$ cat src/rtl/datacache_sram_arbiter_if.sv
// Requester-side bundle shared by the core and refill ports of the data-cache SRAM arbiter.
// The master is the requester, the slave is the arbiter.
interface datacache_sram_arbiter_if #(
  parameter int ADDR_WIDTH = 11,
  parameter int DATA_WIDTH = 32,
  parameter int NUM_WMASKS = 4
);
  logic                  req;
  logic                  we;
  logic [ADDR_WIDTH-1:0] addr;
  logic [DATA_WIDTH-1:0] wdata;
  logic [NUM_WMASKS-1:0] wmask;
  logic                  gnt;
  logic                  rvalid;
  logic [DATA_WIDTH-1:0] rdata;

  modport master (
    output req, we, addr, wdata, wmask,
    input  gnt, rvalid, rdata
  );

  modport slave (
    input  req, we, addr, wdata, wmask,
    output gnt, rvalid, rdata
  );
endinterface

$ cat src/rtl/datacache_sram_arbiter.sv
// Single-port data-cache SRAM arbiter: refill beats core by default, core gets forced priority
// after STARVE_LIMIT consecutive losses unless a refill burst holds the lock.
module datacache_sram_arbiter #(
  parameter int ADDR_WIDTH   = 11,
  parameter int DATA_WIDTH   = 32,
  parameter int NUM_WMASKS   = 4,
  parameter int READ_LATENCY = 1,
  parameter int STARVE_LIMIT = 8
) (
  input  logic                  clk_i,
  input  logic                  rst_ni,
  datacache_sram_arbiter_if.slave core,
  datacache_sram_arbiter_if.slave rf,
  input  logic                  rf_lock_i,
  output logic                  sram_csb_o,
  output logic                  sram_web_o,
  output logic [NUM_WMASKS-1:0] sram_wmask_o,
  output logic [ADDR_WIDTH-1:0] sram_addr_o,
  output logic [DATA_WIDTH-1:0] sram_wdata_o,
  input  logic [DATA_WIDTH-1:0] sram_rdata_i
);

  localparam logic [7:0] LIMIT   = 8'(STARVE_LIMIT);
  localparam logic       PORT_RF = 1'b1;

  logic [7:0]              starve_q, starve_d;
  logic [READ_LATENCY:1]   vld_pipe_q, vld_pipe_d;
  logic [READ_LATENCY:1]   id_pipe_q, id_pipe_d;
  logic                    starved, core_win, rf_win, rd_issue;

  // Grants are masked while reset is held so nothing reaches the macro.
  always_comb begin
    starved  = (starve_q == LIMIT) && !rf_lock_i;
    core_win = rst_ni && core.req && (!rf.req || starved);
    rf_win   = rst_ni && rf.req && !core_win;
  end

  assign core.gnt = core_win;
  assign rf.gnt   = rf_win;

  always_comb begin
    sram_csb_o   = 1'b1;
    sram_web_o   = 1'b1;
    sram_wmask_o = '0;
    sram_addr_o  = '0;
    sram_wdata_o = '0;
    if (core_win) begin
      sram_csb_o   = 1'b0;
      sram_web_o   = !core.we;
      sram_wmask_o = core.we ? core.wmask : '0;
      sram_addr_o  = core.addr;
      sram_wdata_o = core.we ? core.wdata : '0;
    end else if (rf_win) begin
      sram_csb_o   = 1'b0;
      sram_web_o   = !rf.we;
      sram_wmask_o = rf.we ? rf.wmask : '0;
      sram_addr_o  = rf.addr;
      sram_wdata_o = rf.we ? rf.wdata : '0;
    end
  end

  // Counts consecutive core losses; any core grant or idle core restarts the count.
  always_comb begin
    starve_d = starve_q;
    if (!core.req || core_win)  starve_d = '0;
    else if (starve_q != LIMIT) starve_d = starve_q + 8'd1;
  end

  // Read tag pipe: slot 1 is loaded at the grant edge, slot READ_LATENCY lines up with rdata.
  always_comb begin
    rd_issue      = (core_win && !core.we) || (rf_win && !rf.we);
    vld_pipe_d    = vld_pipe_q;
    id_pipe_d     = id_pipe_q;
    vld_pipe_d[1] = rd_issue;
    id_pipe_d[1]  = rf_win;
    for (int i = 2; i <= READ_LATENCY; i++) begin
      vld_pipe_d[i] = vld_pipe_q[i-1];
      id_pipe_d[i]  = id_pipe_q[i-1];
    end
  end

  always_ff @(posedge clk_i or negedge rst_ni) begin
    if (!rst_ni) begin
      starve_q   <= '0;
      vld_pipe_q <= '0;
      id_pipe_q  <= '0;
    end else begin
      starve_q   <= starve_d;
      vld_pipe_q <= vld_pipe_d;
      id_pipe_q  <= id_pipe_d;
    end
  end

  always_comb begin
    rf.rvalid   = vld_pipe_q[READ_LATENCY] && (id_pipe_q[READ_LATENCY] == PORT_RF);
    core.rvalid = vld_pipe_q[READ_LATENCY] && (id_pipe_q[READ_LATENCY] != PORT_RF);
    rf.rdata    = rf.rvalid   ? sram_rdata_i : '0;
    core.rdata  = core.rvalid ? sram_rdata_i : '0;
  end

endmodule
$ cat src/flat_wrapper.sv
// flat-port wrapper written by rule: the top's interface ports become plain ports
module datacache_sram_arbiter_flat 
#(
  parameter int ADDR_WIDTH   = 11,
  parameter int DATA_WIDTH   = 32,
  parameter int NUM_WMASKS   = 4,
  parameter int READ_LATENCY = 1,
  parameter int STARVE_LIMIT = 8
)
  (clk_i, rst_ni, rf_lock_i, sram_csb_o, sram_web_o, sram_wmask_o, sram_addr_o, sram_wdata_o, sram_rdata_i, core_req, core_we, core_addr, core_wdata, core_wmask, core_gnt, core_rvalid, core_rdata, rf_req, rf_we, rf_addr, rf_wdata, rf_wmask, rf_gnt, rf_rvalid, rf_rdata);
  datacache_sram_arbiter_if #(.ADDR_WIDTH(ADDR_WIDTH), .DATA_WIDTH(DATA_WIDTH), .NUM_WMASKS(NUM_WMASKS)) core_i ();
  datacache_sram_arbiter_if #(.ADDR_WIDTH(ADDR_WIDTH), .DATA_WIDTH(DATA_WIDTH), .NUM_WMASKS(NUM_WMASKS)) rf_i ();
  input  logic clk_i;
  input  logic rst_ni;
  input  logic rf_lock_i;
  output logic sram_csb_o;
  output logic sram_web_o;
  output logic [NUM_WMASKS-1:0] sram_wmask_o;
  output logic [ADDR_WIDTH-1:0] sram_addr_o;
  output logic [DATA_WIDTH-1:0] sram_wdata_o;
  input  logic [DATA_WIDTH-1:0] sram_rdata_i;
  input wire logic [$bits(core_i.req)-1:0] core_req;
  input wire logic [$bits(core_i.we)-1:0] core_we;
  input wire logic [$bits(core_i.addr)-1:0] core_addr;
  input wire logic [$bits(core_i.wdata)-1:0] core_wdata;
  input wire logic [$bits(core_i.wmask)-1:0] core_wmask;
  output wire logic [$bits(core_i.gnt)-1:0] core_gnt;
  output wire logic [$bits(core_i.rvalid)-1:0] core_rvalid;
  output wire logic [$bits(core_i.rdata)-1:0] core_rdata;
  input wire logic [$bits(rf_i.req)-1:0] rf_req;
  input wire logic [$bits(rf_i.we)-1:0] rf_we;
  input wire logic [$bits(rf_i.addr)-1:0] rf_addr;
  input wire logic [$bits(rf_i.wdata)-1:0] rf_wdata;
  input wire logic [$bits(rf_i.wmask)-1:0] rf_wmask;
  output wire logic [$bits(rf_i.gnt)-1:0] rf_gnt;
  output wire logic [$bits(rf_i.rvalid)-1:0] rf_rvalid;
  output wire logic [$bits(rf_i.rdata)-1:0] rf_rdata;
  assign core_i.req = core_req;
  assign core_i.we = core_we;
  assign core_i.addr = core_addr;
  assign core_i.wdata = core_wdata;
  assign core_i.wmask = core_wmask;
  assign core_gnt = core_i.gnt;
  assign core_rvalid = core_i.rvalid;
  assign core_rdata = core_i.rdata;
  assign rf_i.req = rf_req;
  assign rf_i.we = rf_we;
  assign rf_i.addr = rf_addr;
  assign rf_i.wdata = rf_wdata;
  assign rf_i.wmask = rf_wmask;
  assign rf_gnt = rf_i.gnt;
  assign rf_rvalid = rf_i.rvalid;
  assign rf_rdata = rf_i.rdata;
  datacache_sram_arbiter #(.ADDR_WIDTH(ADDR_WIDTH), .DATA_WIDTH(DATA_WIDTH), .NUM_WMASKS(NUM_WMASKS), .READ_LATENCY(READ_LATENCY), .STARVE_LIMIT(STARVE_LIMIT)) u_core (.clk_i(clk_i), .rst_ni(rst_ni), .core(core_i), .rf(rf_i), .rf_lock_i(rf_lock_i), .sram_csb_o(sram_csb_o), .sram_web_o(sram_web_o), .sram_wmask_o(sram_wmask_o), .sram_addr_o(sram_addr_o), .sram_wdata_o(sram_wdata_o), .sram_rdata_i(sram_rdata_i));
endmodule
$ cat config.mk
export PLATFORM = sky130hd
export DESIGN_NAME = datacache_sram_arbiter_flat
export DESIGN_NICKNAME = d
export VERILOG_FILES = /design/src/rtl/datacache_sram_arbiter_if.sv /design/src/rtl/datacache_sram_arbiter.sv /design/src/flat_wrapper.sv
export SDC_FILE = /design/constraint.sdc
export NUM_CORES = 1
export LEC_CHECK = 0
export CELL_PAD_IN_SITES_DETAIL_PLACEMENT = 0
export CELL_PAD_IN_SITES_GLOBAL_PLACEMENT = 1
export CORE_AREA = 5 5 93 95
export CTS_CLUSTER_SIZE = 12
export DETAILED_ROUTE_END_ITERATION = 6
export DIE_AREA = 0 0 98 100
export DONT_BUFFER_PORTS = 1
export GPL_TIMING_DRIVEN = 0
export PLACE_DENSITY_LB_ADDON = 0.1
export SLEW_MARGIN = 20
export SYNTH_ARGS = -nofsm -noshare
export SYNTH_HDL_FRONTEND = slang
export SYNTH_SLANG_ARGS = --single-unit
$ cat constraint.sdc
create_clock -name clk_i -period 2.31 [get_ports clk_i]
set_input_delay 0.1155 -clock clk_i [delete_from_list [all_inputs] [get_ports clk_i]]
set_output_delay 0.1155 -clock clk_i [all_outputs]
set_load 0.005 [all_outputs]
=== Yosys cells after proc, flatten, opt, wreduce, memory -nomap -nowiden ===
Cells that the tools add are included.
Widths: inputs -> output; s select.

* Register bits after elaboration: 10
* Latch bits: 0
* Memory bits (writable): 0
* ROM bits: 0
* Input port bits: 133
* Output and inout port bits: 117
* Memories kept: 0

* Add/sub/neg operators: 1
* Multipliers: 0
* Divide/modulo/power cells: 0
* $lt $le $gt $ge: 0
* Eq/ne operators: 2
* Shift-type cells: 0
* Multiplexer cells: 18
* Bitwise logic cells: 1
* Reductions and logical operators: 19

{| class="wikitable"
|+ Operators by type and width
! kind !! number
|-
| $mux 32 || 6
|-
| $mux 11 || 2
|-
| $mux 4 || 4
|-
| $mux 8 || 2
|-
| $logic_and 1x1->1 || 9
|-
| $add 8x1->8 const B || 1
|-
| $eq 8x4->1 const B || 1
|-
| $ne 8x4->1 const B || 1
|-
| $logic_not 1->1 || 6
|-
| $mux 1 || 4
|-
| $logic_or 1x1->1 || 3
|-
| $reduce_bool 2->1 || 1
|-
| $not 1->1 || 1
|}

=== Depth between registers and ports, before layout ===
Gate-level depths: netlist of run 1.

* Depth in word-level cells: 8
* Gate-level depth with buffers: 7

=== Worst setup path before layout of run 1 ===
No wires, ideal clock.

* Path kind: reg2out
* Start: register u_core.starve_q[0]
* End: output sram_wdata_o[10]
* Arrival: 1.827 ns
* Required time: 2.194 ns
* Slack: 0.368 ns
* Cell stages (with the launch flop): 8
* Path through: dfrtp_1 -> inv_1 -> ha_1 -> or4b_4 -> o31a_1 -> buf_6 -> buf_6 -> o2bb2ai_2

* Cells in the longest elaborated chain, start to end: 8

{| class="wikitable"
|+ Ends and longest elaborated chain
! item !! RTL line !! source
|-
| start: declaration || datacache_sram_arbiter.sv:26 || <nowiki>logic [7:0] starve_q, starve_d;</nowiki>
|-
| start signal: assignment || datacache_sram_arbiter.sv:88 || <nowiki>starve_q <= starve_d;</nowiki>
|-
| $eq 8x4->1 (*) || datacache_sram_arbiter.sv:33 || <nowiki>starved = (starve_q == LIMIT) && !rf_lock_i;</nowiki>
|-
| $logic_and 1x1->1 (*) || datacache_sram_arbiter.sv:33 ||
|-
| $logic_or 1x1->1 (*) || datacache_sram_arbiter.sv:34 || <nowiki>core_win = rst_ni && core.req && (!rf.req || starved);</nowiki>
|-
| $logic_and 1x1->1 (*) || datacache_sram_arbiter.sv:34 ||
|-
| $logic_not 1->1 || datacache_sram_arbiter.sv:35 || <nowiki>rf_win = rst_ni && rf.req && !core_win;</nowiki>
|-
| $logic_and 1x1->1 || datacache_sram_arbiter.sv:35 ||
|-
| $mux 32 || datacache_sram_arbiter.sv:53 || <nowiki>end else if (rf_win) begin</nowiki>
|-
| $mux 32 (*) || datacache_sram_arbiter.sv:47 || <nowiki>if (core_win) begin</nowiki>
|-
| end: declaration || flat_wrapper.sv:20 || <nowiki>output logic [DATA_WIDTH-1:0] sram_wdata_o;</nowiki>
|}

Every way passes the cells marked *; elsewhere a longest branch is shown, timed or not.

=== Worst setup path after layout of run 1 ===
* Start: register u_core.starve_q[0]
* End: output sram_wdata_o[18]

The elaborated chain is that of the path after synthesis.

==> results of run 1 <==
==> cell type report <==
cell class / count / area share [%]
timing repair buffer: 8 / 2.96
buffer: 29 / 6.74
clock buffer: 4 / 2.10
sequential: 10 / 9.60
multi-input combinational: 197 / 73.0
tap: 102 / 4.87
inverter: 5 / 0.717
==> stage by stage <==
stage               instances  setup slack, ns  area, µm²  setup TNS (ns)
global route              355          -0.0481       2620          -0.875
global placement          343         -0.00253       2110        -0.00463
finish                    355           0.0347       2620               0
CTS                       352          0.00514       2280               0
detailed placement        343          -0.0196       2110          -0.111
floorplan                 241            0.368       1980               0
==> how the worst max path moves through the flow <==
stage / start / to / slack [ns] / depth (start not counted)
floorplan: u_core.starve_q[0] / sram_wdata_o[10] / 0.37 / 7
finish: u_core.starve_q[0] / sram_wdata_o[18] / 0.03 / 7
global placement: u_core.starve_q[0] / sram_wdata_o[30] / -0.003 / 6
global route: u_core.starve_q[0] / sram_wdata_o[18] / -0.05 / 7
CTS: u_core.starve_q[0] / sram_wdata_o[27] / 0.005 / 7
detailed placement: u_core.starve_q[0] / sram_wdata_o[18] / -0.02 / 6
==> per-layer routing <==
metal | wire, µm | GRT usage (%) | part of all wire (%)
met5 | 0 | 0 | 0
met1 | 3300 | 17.6 | 37
met4 | 104 | 1.81 | 1.2
met2 | 4790 | 29.5 | 54
met3 | 638 | 3.13 | 7.2
==> synthesized netlist by cell type (2+ instances only) <==
master and n:
nor2b_1 2, o21ai_0 5, and2_1 35, and3_1 32
dfrtp_1 10, o2bb2ai_2 30, xor2_1 2, nor2_1 2
nand2_1 3, or3_1 3, o2bb2ai_1 6, a21oi_1 6
buf_2 3, nor3_1 2, nand3_1 41, buf_6 4
ha_1 2, a32o_1 12, nand2b_1 2, inv_1 5
clkbuf_1 20, a31oi_1 2
==> state kept, by name (all words and copies together), names as in the netlist <==
register and count:
u_core.id_pipe_q 1, u_core.vld_pipe_q 1, u_core.starve_q 8
==> repair_timing <==
| action | in CTS | in global routing |
|---|---|---|
| buffers inserted | 4 | 1 |
| hold endpoints to repair | 10 | 0 |
| pin swaps | 1 | 4 |
| gates cloned | 0 | 2 |
| setup endpoints to repair | 41 | 42 |
| hold buffers | 1 | 0 |
| gates resized for setup | 10 | 31 |
==> logic make-up (layout without fill, tap and decap cells) <==
kind of cell               after synthesis  in the layout  synth area share (%)
DFF                                     10             10                  12.7
adders and majority gates                2              2                  1.26
AOI/OAI and AO/OA                       66             66                  39.0
and+or+nand+nor                        127            127                  37.8
xor gates and xnor gates                 2              2                 0.886
buffers and inverters                   34             46                  8.41
==> where the power goes <==
part / internal (mW) / leakage [nW] / switching [mW]
registers: 0.181 / 0.135 / 0.00541
logic: 0.131 / 0.776 / 0.180
clock network: 0.150 / 0.0288 / 0.0735
==> reports/qor.yml, run 1 <==
yosys:
  synth_top_cell_by_area: "o2bb2ai_2"
  synth_warnings: 0
  synthCells: 241
  ys_async_sr_fraction_pct: 100
  synth_seq_cells: 10
  synthFlopType: "dfrtp_1"
  synth_area_mm2: 0.00198
  synth_top_area_share_pct: 22.8
  syn-num-nets: 376
  syn_avg_cell_area_um2: 8.21
  synth_cell_type_count: 34
  seq_area_frac_synth_pct: 12.7
  synth_edf_count: 0
  synth_area_leaders: "o2bb2ai_2 (23%), dfrtp_1 (13%), and2_1 (11%)"
cts:
  clock-sinks: 10
  cts_made_buffers: 3
  clock-root-buffer: "clkbuf_8"
  cts_max_level: 1
  path_clk_slew_ns: 0.05
  cts_tree: "yes"
  clockBufferDepth: 2
  clk-insertion-delay-late_ns: 0.24
timing:
  period_needed_ns: 2.28
  relSlewSlack_pct: 67.0
  setup_viol: 0
  drv_slew: 0
  whs_ns: 0.0720
  post-route-period-util_pct: 98.5
  max_freq_mhz: 439
  tightest_slew_ns: 0.496
  hold_violations: 0
  rsz0062_at_grt: "true"
  fin_skew_ns: 0.00337
detailed_routing:
  drt-initial-drc-count: 70
  antenna_violating_nets_post_route: 0
  via_per_inst: 5.88
  wl_um: 8830
  vias: 2088
  drc_errors: 0
  detail_route.wl_per_cell_um: 24.9
  dr.pass1.iters: 6
worst_hold_path:
  min_from: "core_req"
  holdPathStages: 2
  hold_path_class: "input pin to flop"
  whs_endpoint: "u_core.starve_q[5]"
cells_and_area:
  final_cell_mix: "nand3_1 (41), and2_1 (35), and3_1 (32)"
  multi_input_area_mm2: 0.00191
  layout_commonest_cell: "nand3_1"
  drive_above_1_share_pct: 24.5
  nets: 389
  diodes: 0
  fin_util_pct: 34.2
  fillerInstances: 817
  regArea_um2: 251
  area_delta_synth_final_pct: 32.4
worst_setup_path:
  setup.worst_path.start_class: "flop"
  reg2reg_depth: 6
  path_delay_family: "simple AND/OR/NAND/NOR gates"
  crit_path_end_kind: "output pin"
  reg2reg_slack_ns: 0.31
  worstPathMaxFanout: 10
  cp_slowest_stage_delay_ns: 0.51
  cp_num_buf_inv: 3
  cpMaxStageDelayCell: "or4b_4"
  cp.arrival_ns: 2.16
  reg2reg_to: "u_core.starve_q[0]"
  worst-setup-path-type: "flop to output pin"
  r2r-start: "u_core.starve_q[0]"
  path_cells: "inv_2, ha_4, or4b_4, o31a_1, buf_6, buf_12, o2bb2ai_4"
  crit_required_ns: 2.19
place:
  hpwl_um: 7090
  port_buffers: 0
  gp_congestion: 0.839
global_routing:
  first_global_vias: 2084
  grt-ovfl-total: 0
  grt_max_degree: 12
  antenna_found_initial: 0
  grtUsageTotal_pct: 15.2
  grt_pass1_wl_um: 12100
power_and_ir_drop:
  p_leak_nw: 0.940
  power_mw: 0.721
  vdd_ir_drop_max_uv: 220
  cellPowerDensity_mw_per_mm2: 275
floorplanning:
  ios: 250
  start_util_pct: 25.9
  core_mm2: 0.00765
  dieArea_mm2: 0.00980
  fp-row-count: 32
  die_x_um: 98
  die_y_um: 100
job:
  cap_violations: 0
outcome:
  status: "finished clean"
Power figures use the tool's default switching activity.
==> run 2: changes to the inputs <==
--- a/config.mk
+++ b/config.mk
@@ -5,12 +5,13 @@
 export SDC_FILE = /design/constraint.sdc
 export NUM_CORES = 1
 export LEC_CHECK = 0
+export CAP_MARGIN = 30
 export CELL_PAD_IN_SITES_DETAIL_PLACEMENT = 0
 export CELL_PAD_IN_SITES_GLOBAL_PLACEMENT = 1
-export CORE_AREA = 5 5 93 95
+export CORE_AREA = 5 5 95 97
 export CTS_CLUSTER_SIZE = 12
 export DETAILED_ROUTE_END_ITERATION = 6
-export DIE_AREA = 0 0 98 100
+export DIE_AREA = 0 0 100 102
 export DONT_BUFFER_PORTS = 1
 export GPL_TIMING_DRIVEN = 0
 export PLACE_DENSITY_LB_ADDON = 0.1
==> constraint.sdc (replaced) <==
create_clock -name clk_i -period 1.9 [get_ports clk_i]
set_input_delay 0.095 -clock clk_i [delete_from_list [all_inputs] [get_ports clk_i]]
set_output_delay 0.095 -clock clk_i [all_outputs]
set_load 0.005 [all_outputs]
==> run 2 against run 1 <==
Against the previous run:
- the flow now finishes with violations (negative setup slack)
- sequential power up 22%
- routed wire length grew 7.2%
- critical path type unchanged
- clock-buffer cell count decreased by 1
- clock power hardly changed
- largest cell class unchanged
- die area increased by 4.1%
- clock skew decreased by 0.0030 ns
- final cell count up 2.5%
- via count is 0.81% higher
- core utilization grew 1.4 points
- design area rose by 9.7%
- sequential share of layout area fell by 0.89 points
==> reports/qor.yml, run 2 (synthesis gave the netlist of run 1 again) <==
outcome:
  status: "complete, but fails checks"  # was finished clean
  violations: "negative setup slack"
cells_and_area:
  nets: 396  # was 389
  largest_reg_flops: 8  # unchanged
  drive_above_1_share_pct: 33.2  # was 24.5%
  regMostFlops: "u_core.starve_q"  # unchanged
  area_delta_synth_final_pct: 45.2  # was 32.4%
  diodes: 0  # unchanged
  fillerInstances: 860  # was 817
  final_cell_mix: "nand3_1 (41), and2_1 (34), o2bb2ai_4 (34)"  # was nand3_1 (41), and2_1 (35), and3_1 (32)
  design_area_mm2: 0.00287  # was 0.00262 mm²
  layout_commonest_cell: "nand3_1"  # unchanged
  reg_top3: "u_core.starve_q (8), u_core.id_pipe_q (1), u_core.vld_pipe_q (1)"  # unchanged
detailed_routing:
  wl_um: 9470  # was 8830 µm
  via_per_inst: 5.78  # was 5.88
  drc_errors: 0  # unchanged
  antenna_violating_nets_post_route: 0  # unchanged
  drt-initial-drc-count: 73  # was 70
  detail_route.wl_per_cell_um: 26.0  # was 24.9 µm
  dr.pass1.iters: 4  # was 6
  vias: 2105  # was 2,088
cts:
  clk-insertion-delay-late_ns: 0.24  # about the same
  cts_made_buffers: 3  # unchanged
  cts_tree: "yes"  # unchanged
  path_clk_slew_ns: 0.05  # about the same
  cts_max_level: 1  # unchanged
  clockBufferDepth: 2  # unchanged
  clock-sinks: 10  # unchanged
  clock-root-buffer: "clkbuf_8"  # unchanged
floorplanning:
  die_x_um: 100  # was 98 µm
  die_y_um: 102  # was 100 µm
  start_util_pct: 24.6  # was 25.9%
  ios: 250  # unchanged
  core_mm2: 0.00805  # was 0.00765 mm²
  fp-row-count: 33  # was 32
  dieArea_mm2: 0.0102  # was 0.00980 mm²
power_and_ir_drop:
  power_mw: 0.888  # was 0.721 mW
  cellPowerDensity_mw_per_mm2: 309  # was 275 mW/mm²
  vdd_ir_drop_max_uv: 158  # was 220 µV
  p_leak_nw: 1.08  # was 0.940 nW
worst_setup_path:
  worstPathMaxFanout: 10  # unchanged
  worst-setup-path-type: "flop to output pin"  # unchanged
  cp.arrival_ns: 2.15  # was 2.16 ns
  crit_path_end_kind: "output pin"  # unchanged
  reg2reg_to: "u_core.starve_q[0]"  # unchanged
  path_cells: "inv_2, ha_4, or4b_4, o31a_1, buf_6, buf_12, o2bb2ai_4"  # unchanged
  setup.worst_path.start_class: "flop"  # unchanged
  cpMaxStageDelayCell: "or4b_4"  # unchanged
  path_delay_family: "simple AND/OR/NAND/NOR gates"  # unchanged
  cp_slowest_stage_delay_ns: 0.50  # was 0.51 ns
  reg2reg_slack_ns: 0.06  # was 0.31 ns
  cp_num_buf_inv: 3  # unchanged
  crit_required_ns: 1.80  # was 2.19 ns
  reg2reg_depth: 7  # was 6
  r2r-start: "u_core.starve_q[0]"  # unchanged
place:
  dp_slack_ns: -0.363  # was -0.0196 ns
  port_buffers: 0  # unchanged
  gp_congestion: 0.831  # was 0.839
  hpwl_um: 7680  # was 7090 µm
  dpl_cell_area_mm2: 0.00211  # about the same
global_routing:
  grtUsageTotal_pct: 15.9  # was 15.2%
  antenna_found_initial: 1  # was 0
  grt_pass1_wl_um: 12700  # was 12,100 µm
  grt-ovfl-total: 0  # unchanged
  first_global_vias: 2161  # was 2,084
  grt_max_degree: 12  # unchanged
timing:
  setup_slack_ns: -0.344  # was 0.0347 ns
  period_needed_ns: 2.24
  max_freq_mhz: 446
  rsz0062_at_grt: "true"  # unchanged
  fin_skew_ns: 0.000410  # was 0.00337 ns
  tightest_slew_ns: 0.518  # was 0.496 ns
  hold_violations: 0  # unchanged
  relSlewSlack_pct: 65.5  # was 67.0%
  post-route-period-util_pct: 118
  drv_slew: 0  # unchanged
  setup_viol: 49  # was 0
  tns_ns: -14.61  # was 0 ns
worst_hold_path:
  holdPathStages: 3  # was 2
  min_from: "core_req"  # unchanged
  hold_path_class: "input pin to flop"  # unchanged
  whs_endpoint: "u_core.starve_q[2]"  # was u_core.starve_q[5]
job:
  cap_violations: 0  # unchanged
## run 2: layer usage
metal | wire length [µm] | part of all wire, % | GRT usage, % | vias up
met3 | 1060 | 11 | 5.46 | 11
met4 | 115 | 1.2 | 3.83 | 2
li1 | - | - | - | 955
met2 | 4830 | 51 | 27.7 | 140
met5 | 13 | 0.14 | 0 | -
met1 | 3460 | 37 | 19.0 | 997
## run 2: worst min-delay path, stage by stage
cell and delay [ns]:
o311ai_4 0.05, buf_12 0.12, a21oi_1 0.04
## run 2: worst max-delay path by stage
stage                        to  slack (ns)  cells past startpoint                from
6_report       sram_wdata_o[26]       -0.34                      7  u_core.starve_q[0]
5_1_grt         sram_wdata_o[1]       -0.40                      7  u_core.starve_q[0]
4_1_cts         sram_wdata_o[2]       -0.33                      7  u_core.starve_q[0]
3_5_place_dp    sram_wdata_o[7]       -0.36                      6  u_core.starve_q[0]
3_3_place_gp    sram_wdata_o[7]       -0.43                      6  u_core.starve_q[0]
2_1_floorplan  sram_wdata_o[10]       -0.02                      7  u_core.starve_q[0]
## run 2: layout make-up
class / count / area [µm²] / area share (%)
plain buffers: 29 / 184 / 6.41
multi-input cells: 197 / 2100 / 73.1
inverters: 5 / 18.8 / 0.654
flip-flops and latches: 10 / 250 / 8.71
repair buffers: 15 / 146 / 5.10
clock buffers: 3 / 41.3 / 1.44
well taps: 105 / 131 / 4.58
## run 2: what timing repair did
item                       in CTS  in global routing
hold buffers                    1                  0
pin swaps                      12                  4
buffers inserted                7                  6
setup endpoints to repair      59                 60
hold endpoints to repair       10                  0
gates resized for setup        59                 21
cloned                          2                  0
## run 2: report_power, final
group          internal (mW)  leakage (nW)  switching, mW  total (mW)
Combinational          0.195         0.918          0.244       0.438
Clock                  0.139        0.0216         0.0850       0.224
Sequential             0.220         0.136        0.00619       0.226
## run 2: through the flow
step	std cells	hold WS (ns)	utilization, %
global placement	346	-0.200	26.2
detailed placement	346	-0.200	26.2
CTS	359	0.0513	32.6
floorplan	241	-0.201	-
finish	364	0.102	35.7
global route	364	0.0951	35.7
==> run 3: changes to the inputs <==
--- a/config.mk
+++ b/config.mk
@@ -9,6 +9,7 @@
 export CELL_PAD_IN_SITES_DETAIL_PLACEMENT = 0
 export CELL_PAD_IN_SITES_GLOBAL_PLACEMENT = 1
 export CORE_AREA = 5 5 95 97
+export CTS_BUF_LIST = sky130_fd_sc_hd__clkbuf_16
 export CTS_CLUSTER_SIZE = 12
 export DETAILED_ROUTE_END_ITERATION = 6
 export DIE_AREA = 0 0 100 102
==> run 3 against run 2 <==
Against the previous run:
- the run still ends with negative setup slack left
- routed wire length up 0.16%
- die area unchanged
- sequential share of layout area fell by 0.11 points
- global-route usage rose by 0.073 points
- sequential cell count unchanged
- power increased by 16%
- sequential power hardly changed
- first-iteration DRC count fell by 8.2%
- worst hold slack better by 0.0042 ns
- design area grew 1.3%
- clock skew barely moved
- critical path depth unchanged
==> reports/qor.yml, run 3 (synthesis gave the netlist of run 1 again) <==
outcome:
  status: "complete, but fails checks"  # unchanged
  violations: "negative setup slack"  # unchanged
cts:
  cts_max_level: 1  # unchanged
  path_clk_slew_ns: 0.04  # was 0.05 ns
  cts_made_buffers: 3  # unchanged
  clk-insertion-delay-late_ns: 0.23  # was 0.24 ns
  cts_tree: "yes"  # unchanged
  clock-sinks: 10  # unchanged
  clock-root-buffer: "clkbuf_16"  # was clkbuf_8
  clockBufferDepth: 2  # unchanged
worst_setup_path:
  worstPathMaxFanout: 10  # unchanged
  cp.arrival_ns: 2.15  # about the same
  cpMaxStageDelayCell: "or4b_4"  # unchanged
  crit_path_end_kind: "output pin"  # unchanged
  worst-setup-path-type: "flop to output pin"  # unchanged
  cp_slowest_stage_delay_ns: 0.50  # about the same
  cp_num_buf_inv: 3  # unchanged
  path_delay_family: "simple AND/OR/NAND/NOR gates"  # unchanged
  setup.worst_path.start_class: "flop"  # unchanged
  path_cells: "inv_2, ha_4, or4b_4, o31a_1, buf_6, buf_12, o2bb2ai_4"  # unchanged
  crit_required_ns: 1.80  # about the same
cells_and_area:
  regMostFlops: "u_core.starve_q"  # unchanged
  reg_top3: "u_core.starve_q (8), u_core.id_pipe_q (1), u_core.vld_pipe_q (1)"  # unchanged
  fin_util_pct: 36.1  # was 35.7%
  nets: 396  # unchanged
  layout_commonest_cell: "nand3_1"  # unchanged
  largest_reg_flops: 8  # unchanged
  drive_above_1_share_pct: 33.2  # unchanged
  area_delta_synth_final_pct: 47.1  # was 45.2%
  diodes: 0  # unchanged
  final_cell_mix: "nand3_1 (41), and2_1 (34), o2bb2ai_4 (34)"  # unchanged
detailed_routing:
  dr.pass1.iters: 4  # unchanged
  drt-initial-drc-count: 67  # was 73
  top_layer_used: "met5"  # unchanged
  wl_um: 9490  # was 9470 µm
  route.met3.wl_um: 995  # was 1060 µm
  drc_errors: 0  # unchanged
  wl_met1_um: 3530  # was 3460 µm
  antenna_violating_nets_post_route: 0  # unchanged
  dr_wl_met2_um: 4860  # was 4830 µm
  vias: 2095  # was 2,105
  detail_route.wl_per_cell_um: 26.1  # was 26.0 µm
  via_per_inst: 5.76  # was 5.78
global_routing:
  grt_pass1_wl_um: 12700  # about the same
  antenna_found_initial: 1  # unchanged
  grt-ovfl-total: 0  # unchanged
  grtUsageTotal_pct: 16.0  # was 15.9%
  first_global_vias: 2156  # was 2,161
  grt_max_degree: 12  # unchanged
timing:
  hold_violations: 0  # unchanged
  period_needed_ns: 2.24  # about the same
  drv_slew: 0  # unchanged
  setup_viol: 49  # unchanged
  whs_ns: 0.107  # was 0.102 ns
  max_freq_mhz: 446  # about the same
  relSlewSlack_pct: 65.5  # unchanged
  fin_skew_ns: 0.000853  # was 0.000410 ns
  setup_slack_ns: -0.341  # was -0.344 ns
  post-route-period-util_pct: 118  # about the same
  rsz0062_at_grt: "true"  # unchanged
  tightest_slew_ns: 0.518  # unchanged
place:
  port_buffers: 0  # unchanged
  dp_slack_ns: -0.363  # unchanged
  gp_congestion: 0.831  # unchanged
  hpwl_um: 7680  # unchanged
floorplanning:
  fp-row-count: 33  # unchanged
  dieArea_mm2: 0.0102  # unchanged
  ios: 250  # unchanged
  die_x_um: 100  # unchanged
  start_util_pct: 24.6  # unchanged
  die_y_um: 102  # unchanged
  core_mm2: 0.00805  # unchanged
power_and_ir_drop:
  vdd_ir_drop_max_uv: 222  # was 158 µV
  p_leak_nw: 1.09  # was 1.08 nW
  cellPowerDensity_mw_per_mm2: 355  # was 309 mW/mm²
worst_hold_path:
  hold_path_class: "input pin to flop"  # unchanged
job:
  cap_violations: 0  # unchanged
run 3: power breakdown:
| part | internal (mW) | leakage, nW | switching (mW) |
|---|---|---|---|
| Sequential | 0.220 | 0.136 | 0.00615 |
| Clock | 0.273 | 0.0370 | 0.0948 |
| Combinational | 0.195 | 0.919 | 0.244 |
| Total | 0.688 | 1.09 | 0.345 |
run 3: path summary, 6_finish.rpt:
kind                            cells after the start                  to  slack [ns]                from
worst min register to register                      2  u_core.starve_q[6]        0.62  u_core.starve_q[6]
max in group asynchronous                           1    u_core.id_pipe_q        1.30              rst_ni
worst min-delay path                                3  u_core.starve_q[1]        0.11            core_req
min in group asynchronous                           1  u_core.starve_q[3]        0.27              rst_ni
worst max-delay path                                7    sram_wdata_o[26]       -0.34  u_core.starve_q[0]
worst max register to register                      7  u_core.starve_q[6]        0.05  u_core.starve_q[0]
run 3: cell type report:
type	count	area, µm²
Fill cell	851	5140
Timing Repair Buffer	15	146
Tap cell	105	131
Inverter	5	18.8
Multi-Input combinational cell	197	2100
Sequential cell	10	250
Buffer	29	188
Clock buffer	3	75.1
run 3: layer usage:
metal	vias to the layer above	GRT usage (%)
met3	8	5.46
met4	2	3.83
met5	-	0
met1	1000	19.2
li1	955	-
met2	130	27.8
run 3: worst reg2reg max path, delay by kind of cell (launching register included):
family	cells	cell delay, ns
compound gates	2	0.29
buf+inv	3	0.41
simple gates	1	0.50
fa+ha+maj	1	0.13
flops	1	0.38
run 3: metrics by stage:
stage | cell area (µm²) | cells | setup TNS (ns) | total power, mW
after CTS | 2660 | 359 | -14.32 | 1.00
final | 2910 | 364 | -14.45 | 1.03
after global placement | 2110 | 346 | -17.05 | 0.533
after global routing | 2910 | 364 | -17.54 | 1.09
after floorplan | 1980 | 241 | -0.645 | 0.461
after detailed placement | 2110 | 346 | -14.68 | 0.531
run 3: what timing repair did:
action / CTS / global route
endpoints found under the hold margin: 10 / 0
buffers inserted: 7 / 6
gates cloned: 2 / 0
hold buffers: 1 / 0
resized for setup: 59 / 22
pin swaps: 12 / 3
setup endpoints to repair: 59 / 59
